==> src/rtl/conv1d_engine.sv <==
// Streaming 1-D correlation: bias + dot(window, weights), saturated; P = ceil(FS/MM) MAC cycles per result.
// Latency P cycles from window-completing accept to valid_out; result held while ready_out is low, no input taken meanwhile.
module conv1d_engine #(
    parameter int DATA_WIDTH  = 12,
    parameter int FILTER_SIZE = 5,
    parameter int MAX_MULTS   = 5
) (
    input  logic                         clk,
    input  logic                         rst,
    output logic                         conv1d_ready_in,
    input  logic                         conv1d_valid_in,
    input  logic signed [DATA_WIDTH-1:0] conv1d_data_in,
    input  logic signed [DATA_WIDTH-1:0] conv1d_weights [0:FILTER_SIZE-1],
    input  logic signed [DATA_WIDTH-1:0] conv1d_bias,
    input  logic                         conv1d_ready_out,
    output logic                         conv1d_valid_out,
    output logic signed [DATA_WIDTH-1:0] conv1d_data_out
);

    localparam int P      = (FILTER_SIZE + MAX_MULTS - 1) / MAX_MULTS;
    localparam int PAD    = P * MAX_MULTS;
    localparam int PW     = (P > 1) ? $clog2(P) : 1;
    localparam int CNT_W  = $clog2(FILTER_SIZE + 1);
    localparam int PROD_W = 2 * DATA_WIDTH;
    localparam int ACC_W  = 2 * DATA_WIDTH + $clog2(FILTER_SIZE) + 1;

    localparam logic signed [ACC_W-1:0] MAXV = {{(ACC_W-DATA_WIDTH+1){1'b0}}, {(DATA_WIDTH-1){1'b1}}};
    localparam logic signed [ACC_W-1:0] MINV = {{(ACC_W-DATA_WIDTH+1){1'b1}}, {(DATA_WIDTH-1){1'b0}}};

    typedef enum logic [1:0] {S_IDLE, S_MAC, S_OUT} state_t;

    state_t                         state_q, state_d;
    logic signed [DATA_WIDTH-1:0]   win_q [0:FILTER_SIZE-1];
    logic        [CNT_W-1:0]        fill_q;
    logic        [PW-1:0]           pass_q;
    logic signed [ACC_W-1:0]        acc_q;
    logic signed [DATA_WIDTH-1:0]   dout_q;

    logic                           accept;
    logic                           full_after;
    logic                           last_pass;
    logic signed [DATA_WIDTH-1:0]   w_pad [0:PAD-1];
    logic signed [DATA_WIDTH-1:0]   x_pad [0:PAD-1];
    logic signed [DATA_WIDTH-1:0]   a_op  [0:MAX_MULTS-1];
    logic signed [DATA_WIDTH-1:0]   b_op  [0:MAX_MULTS-1];
    logic signed [PROD_W-1:0]       prod  [0:MAX_MULTS-1];
    logic signed [ACC_W-1:0]        pass_sum;
    logic signed [ACC_W-1:0]        acc_sum;
    logic signed [ACC_W-1:0]        total;
    logic signed [DATA_WIDTH-1:0]   sat_val;

    assign accept     = (state_q == S_IDLE) && conv1d_valid_in;
    assign full_after = (fill_q >= CNT_W'(FILTER_SIZE - 1));
    assign last_pass  = (pass_q == PW'(P - 1));

    always_ff @(posedge clk or negedge rst) begin
        if (!rst) state_q <= S_IDLE;
        else      state_q <= state_d;
    end

    always_comb begin
        state_d = state_q;
        case (state_q)
            S_IDLE:  if (accept && full_after) state_d = S_MAC;
            S_MAC:   if (last_pass)            state_d = S_OUT;
            S_OUT:   if (conv1d_ready_out)     state_d = S_IDLE;
            default:                           state_d = S_IDLE;
        endcase
    end

    always_comb begin
        conv1d_ready_in  = (state_q == S_IDLE);
        conv1d_valid_out = (state_q == S_OUT);
        conv1d_data_out  = dout_q;
    end

    // Taps past FILTER_SIZE-1 are zero-padded so the last pass can be partial.
    always_comb begin
        for (int i = 0; i < PAD; i++) begin
            w_pad[i] = '0;
            x_pad[i] = '0;
        end
        for (int i = 0; i < FILTER_SIZE; i++) begin
            w_pad[i] = conv1d_weights[i];
            x_pad[i] = win_q[i];
        end
    end

    always_comb begin
        pass_sum = '0;
        for (int m = 0; m < MAX_MULTS; m++) begin
            a_op[m] = '0;
            b_op[m] = '0;
            for (int p = 0; p < P; p++) begin
                if (pass_q == PW'(p)) begin
                    a_op[m] = w_pad[p*MAX_MULTS + m];
                    b_op[m] = x_pad[p*MAX_MULTS + m];
                end
            end
            prod[m]  = PROD_W'(a_op[m]) * PROD_W'(b_op[m]);
            pass_sum = pass_sum + ACC_W'(prod[m]);
        end
        acc_sum = acc_q + pass_sum;
        total   = acc_sum + ACC_W'(conv1d_bias);
        if (total > MAXV)      sat_val = {1'b0, {(DATA_WIDTH-1){1'b1}}};
        else if (total < MINV) sat_val = {1'b1, {(DATA_WIDTH-1){1'b0}}};
        else                   sat_val = total[DATA_WIDTH-1:0];
    end

    always_ff @(posedge clk or negedge rst) begin
        if (!rst) begin
            for (int i = 0; i < FILTER_SIZE; i++) win_q[i] <= '0;
            fill_q <= '0;
            pass_q <= '0;
            acc_q  <= '0;
            dout_q <= '0;
        end else begin
            if (accept) begin
                for (int i = 0; i < FILTER_SIZE - 1; i++) win_q[i] <= win_q[i+1];
                win_q[FILTER_SIZE-1] <= conv1d_data_in;
                fill_q <= full_after ? CNT_W'(FILTER_SIZE) : fill_q + CNT_W'(1);
                if (full_after) begin
                    acc_q  <= '0;
                    pass_q <= '0;
                end
            end
            if (state_q == S_MAC) begin
                acc_q  <= acc_sum;
                pass_q <= pass_q + PW'(1);
                if (last_pass) dout_q <= sat_val;
            end
        end
    end

endmodule

==> config.mk <==
export PLATFORM = sky130hd
export DESIGN_NAME = conv1d_engine
export DESIGN_NICKNAME = d
export VERILOG_FILES = /design/src/rtl/conv1d_engine.sv
export SDC_FILE = /design/constraint.sdc
export NUM_CORES = 2
export LEC_CHECK = 0
export ABC_AREA = 1
export BUFFER_PORTS_ARGS = -buffer_cell sky130_fd_sc_hd__clkbuf_2
export CORE_UTILIZATION = 70
export DETAILED_ROUTE_END_ITERATION = 10
export PLACE_DENSITY = 0.88
export SETUP_SLACK_MARGIN = 0.2
export SYNTH_ARGS = -nofsm -noshare
export SYNTH_HDL_FRONTEND = slang
export SYNTH_SLANG_ARGS = --single-unit
==> constraint.sdc <==
create_clock -name clk -period 18.7 [get_ports clk]
set_clock_uncertainty 0.05 [all_clocks]
set_input_delay 1.87 -clock clk [delete_from_list [all_inputs] [get_ports clk]]
set_output_delay 1.87 -clock clk [all_outputs]
set_load 0.02 [all_outputs]
* Word level (Yosys, flattened, before mapping)
Index checks and enable logic that the tools add are counted.
Storage, ports and cells: output and inout bits 14, logic and storage cells 63, flip-flop bits (word level) 106
Operators by class: bitwise operators 1, magnitude comparators 3, add/subtract/negate cells 8, multipliers 5, reduce and logical (&&, ||, !) cells 8, equality and inequality tests 5, muxes and demuxes 23
Operators with widths (count):
- 12-bit 2-to-1 mux | 12
- 12-bit by 12-bit multiplier with 24-bit output | 5
- 28-bit 2-to-1 mux | 3
- 27-bit by 24-bit adder with 28-bit output | 1
- 28-bit by 12-bit adder with 28-bit output | 1
- 28-bit adder | 1
- 28-bit by 12-bit > comparator with 1-bit output (second input constant) | 1
- 28-bit by 12-bit < comparator with 1-bit output (second input constant) | 1
- 26-bit by 24-bit adder with 27-bit output | 1
- 25-bit by 24-bit adder with 26-bit output | 1
- 24-bit by 24-bit adder with 25-bit output | 1
- 2-bit 2-to-1 mux | 3
- 2-bit one-hot mux with 3 select lines | 1
- 2-bit inequality test (second input constant) | 2
- 2-bit AND reduction | 2
- 2-bit nonzero test | 2
- 3-bit by 1-bit adder with 3-bit output (second input constant) | 1
- 3-bit >= comparator (second input constant) | 1
- 1-bit 2-to-1 mux | 3
- 3-bit 2-to-1 mux | 1
- 3-bit AND reduction | 1
- 2-bit by 1-bit equality test with 1-bit output (second input constant) | 1
- 2-bit equality test (second input constant) | 1
- 1-bit logical AND | 2
- other kinds (4) | 4

* Longest topological paths before layout
depth in word-level cells 11, mapped depth 53

* Least setup slack after synthesis
No wires, ideal clock.
path kind input -> register, from input port conv1d_weights[23] (netlist bit), to register dout_q[10], in the netlist conv1d_data_out[10], path slack 7.890 ns, path buffers 1, library setup time 0.128 ns, data arrival time 10.632 ns, cell stages on the path 43, data required time 18.522 ns, cells stage by stage buf_2 -> inv_1 -> nor2_1 -> inv_1 -> nor2_1 -> inv_1 -> fa_1 -> fa_1 -> inv_1 -> fa_1 -> inv_1 -> fa_1 -> inv_1 -> fa_1 -> fa_1 -> fa_1 -> fa_1 -> fa_1 -> (+7 left out) -> nand3_1 -> nand3_1 -> nand2_1 -> nand4_1 -> nand3_1 -> or2_2 -> and2_1 -> ha_1 -> nand2_1 -> inv_1 -> a221oi_1 -> o211ai_1 -> nor2_1 -> inv_1 -> nand3_1 -> nand2_1 -> a21oi_4 -> a21oi_1
Between the ends: word-level cells in the longest chain between the ends 9
Ends and longest elaborated chain:
- start, declared | RTL line 13 | input logic signed [DATA_WIDTH-1:0] conv1d_weights [0:FILTER_SIZE-1],
- 12-bit 2-to-1 mux (*) | RTL line 95 | if (pass_q == PW'(p)) begin
- 12-bit by 12-bit multiplier with 24-bit output (*) | RTL line 100 | prod[m] = PROD_W'(a_op[m]) * PROD_W'(b_op[m]);
- 26-bit by 24-bit adder with 27-bit output (*) | RTL line 101 | pass_sum = pass_sum + ACC_W'(prod[m]);
- 27-bit by 24-bit adder with 28-bit output (*) | RTL line 101
- 28-bit adder (*) | RTL line 103 | acc_sum = acc_q + pass_sum;
- 28-bit by 12-bit adder with 28-bit output (*) | RTL line 104 | total = acc_sum + ACC_W'(conv1d_bias);
- 28-bit by 12-bit < comparator with 1-bit output | RTL line 106 | else if (total < MINV) sat_val = {1'b1, {(DATA_WIDTH-1){1'b0}}};
- 12-bit 2-to-1 mux | RTL line 106
- 12-bit 2-to-1 mux (*) | RTL line 105 | if (total > MAXV) sat_val = {1'b0, {(DATA_WIDTH-1){1'b1}}};
- end signal, assigned | RTL line 130 | if (last_pass) dout_q <= sat_val;
- end, declared | RTL line 37 | logic signed [DATA_WIDTH-1:0] dout_q;
Every way passes the cells marked *; elsewhere a longest branch is shown, timed or not. A chain may end at the register's enable or synchronous reset.

* Worst setup path after layout
from register pass_q, to register dout_q[8], in the netlist conv1d_data_out[8]
Between the ends: word-level cells in the longest chain between the ends 11
Ends and longest elaborated chain:
- start, declared | RTL line 35 | logic [PW-1:0] pass_q;
- start signal, assigned | RTL line 129 | pass_q <= pass_q + PW'(1);
- 12-bit 2-to-1 mux | RTL line 95
- 12-bit by 12-bit multiplier with 24-bit output | RTL line 100
- 24-bit by 24-bit adder with 25-bit output | RTL line 101
- 25-bit by 24-bit adder with 26-bit output | RTL line 101
- 26-bit by 24-bit adder with 27-bit output | RTL line 101
- 27-bit by 24-bit adder with 28-bit output | RTL line 101
- 28-bit adder | RTL line 103
- 28-bit by 12-bit adder with 28-bit output | RTL line 104
- 28-bit by 12-bit < comparator with 1-bit output | RTL line 106
- 12-bit 2-to-1 mux | RTL line 106
- 12-bit 2-to-1 mux | RTL line 105
Several ways; a longest one is shown, not always the timed one.

==> results.txt <==
Leaving out fill and tap cells, the most frequent cell in the layout is sky130_fd_sc_hd__inv_1. After technology mapping, the gate count stands at 4179. The average wire per cell in the routed design is 24.1 um. In this run the worst setup path begins at pass_q$_DFFE_PN0P_. Clock transition time at the flip-flop clock pins of the worst setup and hold paths: 0.08 ns.

Clock tree synthesis inserted a total of 9 buffers. Overall die height: 230 um. The worst setup path category is register to register. The logs give 3 for the number of antenna violations at the first check in global routing and 0 for the count of final max-slew check failures. Dividing the synthesized area by the synthesized cell count gives 8.68 sq um. After synthesis the cells add up to 36300 sq um.

Share of flip-flops with an asynchronous set or reset: 100%. The post-synthesis compound-gate area fraction was 2.86%; the final wirelength was 119 mm. STA puts the critical path data required time at 18.98 ns. The detailed-placement wirelength estimate is 105 mm. The row count is 83.

After clock tree synthesis, the repair step resized 0 gates. In this run, the number of DRC markers left after iteration 0 of detailed routing was 2858. For the worst setup path, the data arrival time is 12.74 ns. The routed layout has 28900 vias. Of the cells placed in the final design, the portion with a size suffix greater than 1 is 3.40%. The number of maximum-capacitance constraint violations is 0. The first global-routing pass estimated 183 mm of wire.

The count of nets left with antenna violations once routing finished came out at 0. Post-route worst setup slack: 6.23 ns. Setup repair after global routing left no endpoint under its margin. The logs give 106 for the total clock sinks and 51200 sq um for the core region area. The detailed-route vias per instance was 5.85; the depth of the CTS H-tree was 3. In this run the cell area measured after placement is 37500 sq um. The routability congestion estimate from global placement came out at 1.07. Number of filler cells placed in the layout: 3693.

Family of cells with the greatest summed delay on the critical path: adder cells. The tools report the overall overflow remaining after global route as 0. The area growth from synthesis to layout is 4.24%. Yosys printed 0 warnings.

The worst setup path is captured at a register. The worst min-delay path category is register to register. For this configuration, the core starts out at a cell density of 70.8%. TritonCTS built the clock tree.

In this design, the stage delay of the slowest critical-path cell is 0.66 ns. The logs give 0 ns for the total negative slack for setup checks and 0 for the final number of setup-violating endpoints. The root buffer cell chosen for the clock tree is sky130_fd_sc_hd__clkbuf_16. Layout net count: 5530. The run gives 102 as the top-level I/O count.

In the routed design, unresolved DRC markers number 0. The flow ran to the end, and the final reports show no timing, DRC or antenna violations. Together, buffers and inverters on the worst path number 11.

The tools report the buffer depth of the longest clock path as 2. In this run the post-CTS setup repair buffer count came out at 0. The via count of the first global-routing pass is 32000. The most used flip-flop cell after synthesis is sky130_fd_sc_hd__dfrtp_1. The count of buffers added on input and output ports is 101. After synthesis, the largest family of logic cells by area is adder cells. Sequential cells were found to cover 7.31% of the synthesized design area.

For the count of endpoints failing hold in the final timing report, the log shows 0. In the layout the commonest cells are 1263 x sky130_fd_sc_hd__inv_1, 942 x sky130_fd_sc_hd__fa_1, 662 x sky130_fd_sc_hd__nand2_1, 536 x sky130_fd_sc_hd__nor2_1, 244 x sky130_fd_sc_hd__ha_1. The tools report the beginning of the worst hold path as win_q[44]$_DFFE_PN0P_. The maximum net fanout on the critical path came out at 49. The number of enable flip-flop cells after synthesis was 0; the worst slack at placement was 6.17 ns. The count of different cell masters after synthesis came out at 38. In the global route stage, overall resource usage came out at 47.9%. The run gives 9 as the first-pass iteration count of the detailed router. The tools report the hold buffer count at CTS as 0. The worst setup path is launched from a register. The clock reaches the later pin of the worst-skew pair after 0.42 ns. The pin count of the biggest net entering global routing was 98. In this run the horizontal extent of the chip is 230 um. The worst register-to-register path begins at pass_q$_DFFE_PN0P_. For the relative slew slack, the log shows 29.5%. The slowest stage of the critical path belongs to the cell sky130_fd_sc_hd__buf_4.

Counting I/O delays and the setup requirement, the final critical path takes 12.47 ns. The xor-xnor portion of the synthesized cell area is 1.30%, and the total nets after synthesis is 5453. In this run, synthesis produced a sequential element count of 106. The final non-filler cell area came out at 37800 sq um. The tools report the area of the die as 52700 sq um. Derived from the worst setup path, the maximum achievable clock frequency is 80.2 MHz. At the pin with the least slew margin, the transition time is 1.06 ns. The final clock period utilization by the worst path is 66.7%. The simple-gate area share of the yosys netlist came out at 14.4%.

After synthesis, the share of cell area in mux cells is 0%. The synthesized netlist devotes 60.4% of its cell area to adder and majority cells.
[kinds of logic after synthesis]
logic type / count (synthesis)
adder cells (fa/ha/maj): 1186
AO/OA/AOI/OAI: 180
XOR/XNOR: 54
flip-flops: 106
buffers and inverters: 1323
AND/OR/NAND/NOR: 1330
[layout make-up]
cell class / count / area, sq um / share of cell area, %
Antenna cell: 2 / 5.00 / 0.0132
Clock buffer: 9 / 225 / 0.596
Clock inverter: 6 / 43.8 / 0.116
Inverter: 1277 / 4790 / 12.7
Multi-Input combinational cell: 2750 / 28600 / 75.8
Sequential cell: 106 / 2660 / 7.03
Tap cell: 680 / 851 / 2.25
Timing Repair Buffer: 112 / 591 / 1.56
[stage by stage]
stage / utilization (%) / hold slack (ns) / std cells
global route: 73.8 / 0.481 / 4940
global placement: 73.3 / 0.415 / 4925
detailed placement: 73.3 / 0.422 / 4925
CTS: 73.8 / 0.443 / 4940
floorplan: - / 0.403 / 4179
finish: 73.8 / 0.448 / 4942
[per-layer routing]
metal	share of wire, %	vias to the layer above	routed length [um]	global-route usage [%]
met1	33	14300	38800	55.7
li1	-	12000	-	-
met5	0.011	-	13	0
met2	47	1892	56000	77.1
met3	11	656	12700	11.4
met4	9.7	2	11600	37.1
[flip-flops by register name, indices dropped and copies added (netlist names)]
register	cells
acc_q	28
conv1d_data_out	12
fill_q	3
pass_q	1
state_q	2
win_q	60
[Yosys cell counts (28+ instances only)]
master                     count  area share [%]
sky130_fd_sc_hd__a21oi_1      54            0.75
sky130_fd_sc_hd__clkbuf_1     28            0.29
sky130_fd_sc_hd__dfrtp_1     106             7.3
sky130_fd_sc_hd__fa_1        942              52
sky130_fd_sc_hd__ha_1        244             8.4
sky130_fd_sc_hd__inv_1      1263              13
sky130_fd_sc_hd__nand2_1     663             6.9
sky130_fd_sc_hd__nand3_1      69            0.95
sky130_fd_sc_hd__nor2_1      536             5.5
sky130_fd_sc_hd__o21ai_0      85             1.2
sky130_fd_sc_hd__xor2_1       35            0.85
[worst paths after layout]
check                                            endpoint  slack, ns  depth (start not counted)
max                        conv1d_data_out[8]$_DFFE_PN0P_       6.23                         45
min                                 win_q[44]$_DFFE_PN0P_       0.45                          2
max reg2reg                conv1d_data_out[8]$_DFFE_PN0P_       6.23                         45
min reg2reg                         win_q[44]$_DFFE_PN0P_       0.45                          2
max in group asynchronous              pass_q$_DFFE_PN0P_      15.62                          2
min in group asynchronous           acc_q[17]$_DFFE_PN0P_       1.55                          1
[worst min-delay path: stages, from the launching register on]
cell                      delay (ns)
sky130_fd_sc_hd__dfrtp_1        0.35
sky130_fd_sc_hd__nand2_1        0.06
sky130_fd_sc_hd__o21ai_0        0.06
Power is not shown: default switching activity piles up to over one toggle a cycle in this logic, so the estimate is an artifact.
